`src/rtl/video_pixel_feeder.sv`:
```
// rtl/video_pixel_feeder.sv - elastic pixel buffer locking an upstream stream to display timing
// Optional underflow_count output when VIDEO_PIXEL_FEEDER_UNDERFLOW_CNT_EN is defined.
module video_pixel_feeder #(
  parameter int                DATA_W          = 24,
  parameter int                FIFO_DEPTH      = 16,
  parameter logic [DATA_W-1:0] UNDERFLOW_COLOR = '0
) (
  input  logic              pixel_clock,
  input  logic              reset,
  input  logic              timing_hsync,
  input  logic              timing_vsync,
  input  logic              timing_den,
  input  logic [13:0]       pixel_x,
  input  logic [13:0]       pixel_y,
  input  logic [DATA_W-1:0] s_data,
  input  logic              s_sof,
  input  logic              s_valid,
  output logic              s_ready,
  input  logic              clear_status,
  output logic              video_hsync,
  output logic              video_vsync,
  output logic              video_den,
  output logic [DATA_W-1:0] video_data,
  output logic              underflow,
  output logic              misalign,
  output logic              lock
`ifdef VIDEO_PIXEL_FEEDER_UNDERFLOW_CNT_EN
  ,
  output logic [15:0]       underflow_count
`endif
);

  localparam int AW = $clog2(FIFO_DEPTH);
  localparam logic [AW:0]   FULL_COUNT = (AW+1)'(FIFO_DEPTH);
  localparam logic [AW:0]   CNT_ONE    = 1;
  localparam logic [AW-1:0] PTR_ONE    = 1;

  localparam logic [1:0] ST_SEEK = 2'd0;
  localparam logic [1:0] ST_WAIT = 2'd1;
  localparam logic [1:0] ST_RUN  = 2'd2;

  logic [1:0]        state, next_state;
  logic [DATA_W:0]   mem [FIFO_DEPTH];
  logic [AW-1:0]     wr_ptr, rd_ptr;
  logic [AW:0]       count;
  logic              empty, full, at_origin;
  logic              push, pop, flush, underflow_evt, misalign_evt;
  logic [DATA_W-1:0] pix;
  logic [DATA_W:0]   head;

  logic              d1_hsync, d1_vsync, d1_den;
  logic [DATA_W-1:0] d1_data;

  assign empty     = (count == '0);
  assign full      = (count == FULL_COUNT);
  assign at_origin = (pixel_x == 14'd0) && (pixel_y == 14'd0);
  assign head      = mem[rd_ptr];
  assign lock      = (state == ST_RUN);
  assign s_ready   = !reset && ((state == ST_SEEK) || !full);

  always_comb begin
    next_state    = state;
    pop           = 1'b0;
    flush         = 1'b0;
    underflow_evt = 1'b0;
    misalign_evt  = 1'b0;
    pix           = '0;
    push          = s_valid && s_ready && ((state != ST_SEEK) || s_sof);
    if (timing_den) begin
      pix = UNDERFLOW_COLOR;
      case (state)
        ST_WAIT: begin
          if (at_origin && !empty) begin
            pop        = 1'b1;
            pix        = head[DATA_W-1:0];
            next_state = ST_RUN;
          end
        end
        ST_RUN: begin
          if (empty) begin
            underflow_evt = 1'b1;
          end else begin
            pop = 1'b1;
            // A frame start must land exactly on the origin pixel and nowhere else.
            if (head[DATA_W] != at_origin) begin
              misalign_evt = 1'b1;
              flush        = 1'b1;
              next_state   = ST_SEEK;
            end else begin
              pix = head[DATA_W-1:0];
            end
          end
        end
        default: ;
      endcase
    end
    if ((state == ST_SEEK) && push) next_state = ST_WAIT;
    if (flush) push = 1'b0;
  end

  always_ff @(posedge pixel_clock) begin
    if (reset) state <= ST_SEEK;
    else       state <= next_state;
  end

  always_ff @(posedge pixel_clock) begin
    if (reset || flush) begin
      wr_ptr <= '0;
      rd_ptr <= '0;
      count  <= '0;
    end else begin
      if (push) wr_ptr <= wr_ptr + PTR_ONE;
      if (pop)  rd_ptr <= rd_ptr + PTR_ONE;
      case ({push, pop})
        2'b10:   count <= count + CNT_ONE;
        2'b01:   count <= count - CNT_ONE;
        default: ;
      endcase
    end
  end

  always_ff @(posedge pixel_clock) begin
    if (push) mem[wr_ptr] <= {s_sof, s_data};
  end

  always_ff @(posedge pixel_clock) begin
    if (reset) begin
      underflow <= 1'b0;
      misalign  <= 1'b0;
    end else begin
      underflow <= underflow_evt | (underflow & ~clear_status);
      misalign  <= misalign_evt  | (misalign  & ~clear_status);
    end
  end

  always_ff @(posedge pixel_clock) begin
    if (reset) begin
      d1_hsync    <= 1'b0;
      d1_vsync    <= 1'b0;
      d1_den      <= 1'b0;
      d1_data     <= '0;
      video_hsync <= 1'b0;
      video_vsync <= 1'b0;
      video_den   <= 1'b0;
      video_data  <= '0;
    end else begin
      d1_hsync    <= timing_hsync;
      d1_vsync    <= timing_vsync;
      d1_den      <= timing_den;
      d1_data     <= pix;
      video_hsync <= d1_hsync;
      video_vsync <= d1_vsync;
      video_den   <= d1_den;
      video_data  <= d1_data;
    end
  end

`ifdef VIDEO_PIXEL_FEEDER_UNDERFLOW_CNT_EN
  always_ff @(posedge pixel_clock) begin
    if (reset) begin
      underflow_count <= 16'd0;
    end else if (clear_status) begin
      underflow_count <= underflow_evt ? 16'd1 : 16'd0;
    end else if (underflow_evt && (underflow_count != 16'hFFFF)) begin
      underflow_count <= underflow_count + 16'd1;
    end
  end
`endif

endmodule

```
`config.mk`:
```
export PLATFORM = sky130hd
export DESIGN_NAME = video_pixel_feeder
export DESIGN_NICKNAME = d
export VERILOG_FILES = /design/src/rtl/video_pixel_feeder.sv
export SDC_FILE = /design/constraint.sdc
export NUM_CORES = 1
export LEC_CHECK = 0
export ABC_AREA = 1
export ABC_CLOCK_PERIOD_IN_PS = 9700
export CORE_MARGIN = 3
export CORE_UTILIZATION = 60
export CTS_CLUSTER_SIZE = 30
export DETAILED_ROUTE_END_ITERATION = 8
export PLACE_DENSITY_LB_ADDON = 0.25
export SLEW_MARGIN = 30
export SYNTH_ARGS = -nofsm -noshare
export SYNTH_HDL_FRONTEND = slang
export SYNTH_SLANG_ARGS = --single-unit
```
`constraint.sdc`:
```
create_clock -name pixel_clock -period 9.7 [get_ports pixel_clock]
set_input_delay 2.91 -clock pixel_clock [delete_from_list [all_inputs] [get_ports pixel_clock]]
set_output_delay 2.91 -clock pixel_clock [all_outputs]
set_load 0.01 [all_outputs]
```
==> summary.md, run 1 <==
| Metric | Value |
|---|---|
| CP Buf/Inv Count | `3` |
| CP delay by family, top | `buffers and inverters` |
| Min-delay worst type | `reg -> reg` |
| Num rows | `63` |
| Via count | `about 12k` |
| Yosys warns | `0` |
| Slew of the pin with the lowest slew margin | `approximately 1 ns` |
| Critical Path AT | `4.05 ns` |
| CP max stage cell | `clkdlybuf4s50_1` |
| Syn avg cell area | `approximately 12 um^2` |
| VDD IR-drop max | `between 150 and 200 uV` |
| Placed cells | `1880` |
| Internal | `3.44 mW` |
| Seq pwr share | `0.524` |
| Worst-Skew Late Latency | `0.55 ns` |
| Sw Share | `0.190` |
| Final wirelength | `40700 um` |
| Setup tns final | `0 ns` |
| Antenna violations before repair | `0` |
| Worst-path clk slew | `0.06 ns` |
| Synth cell types | `43` |
| Synth top cells by count | `edfxtp_1, nor2_1, o21ai_0, nand2_1, o22ai_1` |
| Diodes inserted | `0` |
| Root buffer cell | `clkbuf_16` |
| Final hold vios | `0` |
| Mapped Area | `18400 um^2` |
| Clock skew | `0.0172 ns` |
| Global-route wire length before repair | `around 63000 um` |
| Post-detail-place hpwl | `a little over 20000 um` |
| Power per cell area | `197 nW/um^2` |
| Status | `complete, no violations` |
| Post-CTS Hold Fix Bufs | `0` |
| TritonCTS Buffers | `47` |
| Synth-to-Final Area Change | `17.1%` |
| Layout cell share with drive strength beyond 1 | `0.101` |
| Die ar. | `32900 um^2` |
| TritonRoute pass-1 iters | `5` |
| Starting DRC count in detailed routing | `roughly 1.3k` |
| Via-to-Cell Ratio | `5.90` |
| Post-cts repair resize count | `0` |
| RD Place Congestion | `0.755` |
| Final core utilization | `0.721` |
| Nature of the critical path endpoint | `output port` |
| Max Cap Violations | `0` |
| Dominant synthesized flop cell | `edfxtp_1` |
| Slew margin rel. | `0.331` |
| Post-synthesis net count | `roughly 1.5k` |
| Synth area leader | `edfxtp_1` |
| CP Class | `in -> out` |
| Largest net degree at the start of global routing | `roughly 170` |
| Mapped Cells | `1479` |
| Fraction of registers with async set or reset after synthesis | `0` |
| Total grt overflow | `0` |
| F_max | `144 MHz` |
| # IOs | `between 90 and 100` |
| Final Total Pwr | `between 4 and 5 mW` |
| Final-report max-slew violation count | `0` |
| Setup violators final | `0` |
| Seq/Total Area, Yosys | `0.733` |
| Core area | `30000 um^2` |
| Hold_sp | `d1_data[10]` |
| Most frequent cell after synthesis | `edfxtp_1` |
| Clock sink count | `roughly 480` |
| Die width | `181 um` |
| P_sw | `0.807 mW` |
| Routed len/inst | `20.6 um` |
| Hold WS | `0.401 ns` |
| CP required | `a little under 7 ns` |
| Post-place setup slack | `2.74 ns` |
| Number of global-route vias before repair | `11.4k` |
| Post-CTS setup buffer count | `0` |
| Cell area after layout | `21600 um^2` |
| Initial core utilization | `0.616` |
| CP max FO | `36` |
| PortBufs | `90` |
| Critical path launch point | `reset` |
| Die height | `between 150 and 200 um` |
| NumNets Final | `1616` |
| Final WS setup | `2.74 ns` |
| Number of synthesized flops with an enable pin | `400` |
| Fin cells | `1974` |
| Critical Path Source Type | `primary input` |
| Logic pwr share | `0.024` |
| Final Cycle Share | `0.717` |
| CP Cell Sequence | `buf_2 -> buf_4 -> nor2_1 -> clkdlybuf4s50_1` |
| Dominant cells by area after synthesis | `edfxtp_1, dfxtp_1, nor2_1, o21ai_0, nand2_1` |
| DRC Markers | `0` |
| Slowest stage delay, CP | `0.49 ns` |
| RSZ-0062 raised after global routing | `no` |
| Antenna-violating nets left | `0` |
| Clk buf depth | `3` |
| Pleak | `7.38 nW` |
| Clock power share | `0.452` |
| CTS tree | `done` |
| #FFs+latches synth | `475` |
| Area after DPL | `19700 um^2` |
| Yosys top cell area share | `0.651` |
| Min Tclk post-route | `6.96 ns` |
| Total GRT Usage | `0.242` |
| H-Tree Depth | `2` |
## tightest hold or removal path, delay by kind of cell, from the launching register on
family / cells / cell delay (ns)
buffers and inverters: 1 / 0.04
AND/OR/NAND/NOR: 1 / 0.03
flip-flops: 1 / 0.29
## per-layer routing
layer,up-vias,wire length [um],part of all wire,global-route usage
met4,0,748,0.018,0.0631
li1,5438,-,-,-
met1,5647,16200,0.40,0.325
met5,-,0,0,0
met3,61,3290,0.081,0.0393
met2,500,20400,0.50,0.418
## cells by family after synthesis
group,after synthesis,share of synthesized area
and+or+nand+nor,479,0.106
DFF,475,0.733
AOI/OAI and AO/OA,346,0.114
buffers and inverters,161,0.0361
adders and majority gates,10,0.00679
xor gates and xnor gates,8,0.00380
## flip-flops by register name, summed over array words and instances, names as in the netlist, 2 cells and up, named ones only
signal / count
mem: 400
d1_data: 24
state: 2
rd_ptr: 4
video_data: 24
wr_ptr: 4
count: 5
## final timing paths
kind	end	slack (ns)	cells past startpoint
worst max-delay path	s_ready	2.74	4
worst min-delay path	video_data[10]	0.40	2
worst max register to register	mem[11][20]	5.52	12
worst min register to register	video_data[10]	0.40	2
## final cells by class
class	instances	area, um^2
Tap cell	390	488
Clock buffer	60	1280
Multi-Input combinational cell	843	4380
Timing Repair Buffer	109	1250
Inverter	70	268
Sequential cell	475	13500
Fill cell	1944	8370
Clock inverter	27	390
## power by group through the flow
| stage | registers, mW | clock network [mW] | logic [mW] |
|---|---|---|---|
| 6_report | 2.23 | 1.92 | 0.101 |
| 5_1_grt | 2.23 | 2.03 | 0.111 |
| 4_1_cts | 2.23 | 1.94 | 0.101 |
| 3_5_place_dp | 2.27 | 0 | 0.0999 |
| 3_3_place_gp | 2.27 | 0 | 0.0968 |
| 2_1_floorplan | 2.27 | 0 | 0.0394 |
## cells in the final DEF, fill, tap and decap left out, types with 3 or more instances in the layout
| master | synthesis | routed |
|---|---|---|
| edfxtp_1 | 400 | 400 |
| nor2_1 | 272 | 256 |
| o21ai_0 | 194 | 194 |
| nand2_1 | 158 | 158 |
| o22ai_1 | 93 | 93 |
| clkdlybuf4s50_1 | 0 | 89 |
| dfxtp_1 | 75 | 71 |
| inv_1 | 65 | 64 |
| clkbuf_16 | 0 | 47 |
| a21oi_1 | 22 | 22 |
| a311oi_2 | 19 | 19 |
| nor2_4 | 1 | 17 |
| nand3_1 | 14 | 14 |
| and3_1 | 10 | 10 |
| ha_1 | 10 | 10 |
| buf_16 | 0 | 10 |
| bufinv_16 | 0 | 9 |
| nand3_2 | 7 | 7 |
| clkbuf_1 | 72 | 7 |
| buf_4 | 3 | 7 |
| clkinv_2 | 0 | 6 |
| clkbuf_8 | 0 | 6 |
| clkinv_1 | 0 | 5 |
| xnor2_1 | 4 | 4 |
| xor2_1 | 4 | 4 |
| a311oi_1 | 4 | 4 |
| inv_2 | 4 | 4 |
| clkinvlp_4 | 0 | 4 |
| nand4_1 | 3 | 3 |
| nor3_1 | 3 | 3 |
| nand2_2 | 3 | 3 |
| dfxtp_2 | 0 | 3 |
(Power assumes the default switching activity.)
==> run 2, diff against run 1 <==
- ABC_CLOCK_PERIOD_IN_PS: 9700 -> 6270
- CORE_UTILIZATION: 60 -> 54
- clock period: 9.7 -> 6.27 ns (I/O delays scaled with it)
==> summary.md, run 2 (synthesis results as in run 1) <==
| Metric | Value |
|---|---|
| CP Buf/Inv Count | `2 (was 3)` |
| Root buffer cell | `clkbuf_16 (unchanged)` |
| Nature of the critical path endpoint | `output port (unchanged)` |
| Post-cts repair resize count | `0 (unchanged)` |
| Hold WS | `0.400 ns (was 0.401 ns)` |
| Total grt overflow | `0 (unchanged)` |
| Placed cells | `1936 (was 1880)` |
| Post-CTS setup buffer count | `0 (unchanged)` |
| CTS tree | `done (unchanged)` |
| Critical path launch point | `reset (unchanged)` |
| Top flop regs | `mem: 400 flops, d1_data: 24 flops, video_data: 24 flops (unchanged)` |
| PortBufs | `90 (unchanged)` |
| Status | `complete, no violations (unchanged)` |
| Die width | `191 um (was 181 um)` |
| Largest register FFs | `400 (unchanged)` |
| RSZ-0062 raised after global routing | `no (unchanged)` |
| TritonRoute pass-1 iters | `6 (was 5)` |
| Setup violators final | `0 (unchanged)` |
| Final-report max-slew violation count | `0 (unchanged)` |
| Die height | `191 um (was 181 um)` |
| Total GRT Usage | `0.237 (was 0.242)` |
| Min-delay worst type | `reg -> reg (unchanged)` |
| Fin cells | `2026 (was 1974)` |
| R2r setup slk | `2.58 ns (was 5.52 ns)` |
| Final core utilization | `0.636 (was 0.721)` |
| Worst-path clk slew | `0.06 ns (about the same)` |
| Grt met2 use | `0.390 (was 0.418)` |
| CP Class | `in -> out (unchanged)` |
| Clk buf depth | `3 (unchanged)` |
| Power per cell area | `305 nW/um^2 (was 197 nW/um^2)` |
| Num rows | `67 (was 63)` |
| GR Util met3 | `0.0346 (was 0.0393)` |
| Max Cap Violations | `0 (unchanged)` |
| Stages on worst setup path | `3 (was 4)` |
| RD Place Congestion | `0.768 (was 0.755)` |
| Synth-to-Final Area Change | `16.0% (was 17.1%)` |
| Worst-Skew Late Latency | `0.57 ns (was 0.55 ns)` |
| Final Cycle Share | `0.729` |
| Min Tclk post-route | `4.57 ns` |
| Via-to-Cell Ratio | `5.78 (was 5.90)` |
| Starting DRC count in detailed routing | `1306 (was 1274)` |
| Antenna-violating nets left | `0 (unchanged)` |
| Met1 Resource Use GR | `0.333 (was 0.325)` |
| Final hold vios | `0 (unchanged)` |
| Biggest register | `mem (unchanged)` |
| NumNets Final | `1609 (was 1616)` |
| Critical Path AT | `2.69 ns (was 4.05 ns)` |
| CP max stage cell | `clkdlybuf4s50_1 (unchanged)` |
| Initial core utilization | `0.548 (was 0.616)` |
| Slew of the pin with the lowest slew margin | `0.993 ns (was 1.00 ns)` |
| CP required | `4.39 ns (was 6.79 ns)` |
| Worst Setup EP | `s_ready (unchanged)` |
| # IOs | `91 (unchanged)` |
| CP delay by family, top | `buffers and inverters (unchanged)` |
| Setup tns final | `0 ns (unchanged)` |
| Post-CTS Hold Fix Bufs | `0 (unchanged)` |
| Core area | `33600 um^2 (was 30000 um^2)` |
| CP Cell Sequence | `buf_2 -> nor2_1 -> clkdlybuf4s50_1 (was buf_2 -> buf_4 -> nor2_1 -> clkdlybuf4s50_1)` |
| Antenna violations before repair | `0 (unchanged)` |
| VDD IR-drop max | `337 uV (was 159 uV)` |
| TritonCTS Buffers | `47 (unchanged)` |
| Slew margin rel. | `0.337 (was 0.331)` |
| Die ar. | `36400 um^2 (was 32900 um^2)` |
| Most Crowded Layer GR | `met2 (unchanged)` |
| Clock sink count | `475 (unchanged)` |
| F_max | `219 MHz` |
| Post-detail-place hpwl | `23700 um (was 20300 um)` |
| CP max FO | `2 (was 36)` |
| R2R depth | `9 (was 12)` |
| Most frequent cells in the layout | `edfxtp_1, nor2_1, o21ai_0 (unchanged)` |
| H-Tree Depth | `2 (unchanged)` |
| Critical Path Source Type | `primary input (unchanged)` |
| Commonest non-fill, non-tap cell in the layout | `edfxtp_1 (unchanged)` |
| Crit Reg-Reg Endpoint | `mem[15][13] (was mem[11][20])` |
| Largest net degree at the start of global routing | `104 (was 171)` |
| Diodes inserted | `0 (unchanged)` |
| Global-route wire length before repair | `65900 um (was 62500 um)` |
| DRC Markers | `0 (unchanged)` |
| Final wirelength | `43200 um (was 40700 um)` |
| Final Total Pwr | `6.52 mW (was 4.25 mW)` |
| Via count | `11.7k (was 11.6k)` |
| Layout cell share with drive strength beyond 1 | `0.0951 (was 0.101)` |
| Pleak | `7.28 nW (was 7.38 nW)` |
| Slowest stage delay, CP | `0.55 ns (was 0.49 ns)` |
| Routed len/inst | `21.3 um (was 20.6 um)` |
| Clock skew | `0.0250 ns (was 0.0172 ns)` |
| Number of global-route vias before repair | `11.5k (was 11.4k)` |
-- run 2: worst min-delay path by stage --
stage / to / from / depth (start not counted) / slack (ns)
after global placement: video_data[9] / d1_data[9] / 2 / 0.39
after global routing: video_den / d1_den / 2 / 0.42
after detailed placement: video_data[22] / d1_data[22] / 2 / 0.39
after CTS: video_data[19] / d1_data[19] / 2 / 0.40
final: video_data[19] / d1_data[19] / 2 / 0.40
after floorplan: video_data[0] / d1_data[0] / 2 / 0.39
-- run 2: power by group --
group          total, mW  internal [mW]  switching (mW)
Sequential          3.44           3.44         0.00648
Combinational      0.169         0.0588           0.110
Clock               2.91           1.74            1.17
-- run 2: layout make-up --
class	instances	area, um^2
clock buffers	65	1340
clock inverters	23	284
fillers	2524	12200
inverters	70	268
multi-input cells	843	4380
flip-flops and latches	475	13500
well taps	448	561
repair buffers	102	1040
-- run 2: metal layers --
| layer | share of wire | vias to the layer above |
|---|---|---|
| met5 | 0 | - |
| met4 | 0.024 | 0 |
| met3 | 0.081 | 83 |
| met2 | 0.48 | 508 |
| met1 | 0.42 | 5683 |
| li1 | - | 5431 |
-- run 2: tightest hold or removal path, cell delays in order (launching register included) --
cell     delay (ns)
dfxtp_1        0.30
inv_1          0.04
nor2_1         0.03
-- run 2: through the flow --
stage	setup WS, ns	instance area (um^2)
finish	1.70	21400
global route	1.64	21400
CTS	1.68	21300
global placement	1.33	19700
floorplan	1.87	18400
detailed placement	1.23	19700
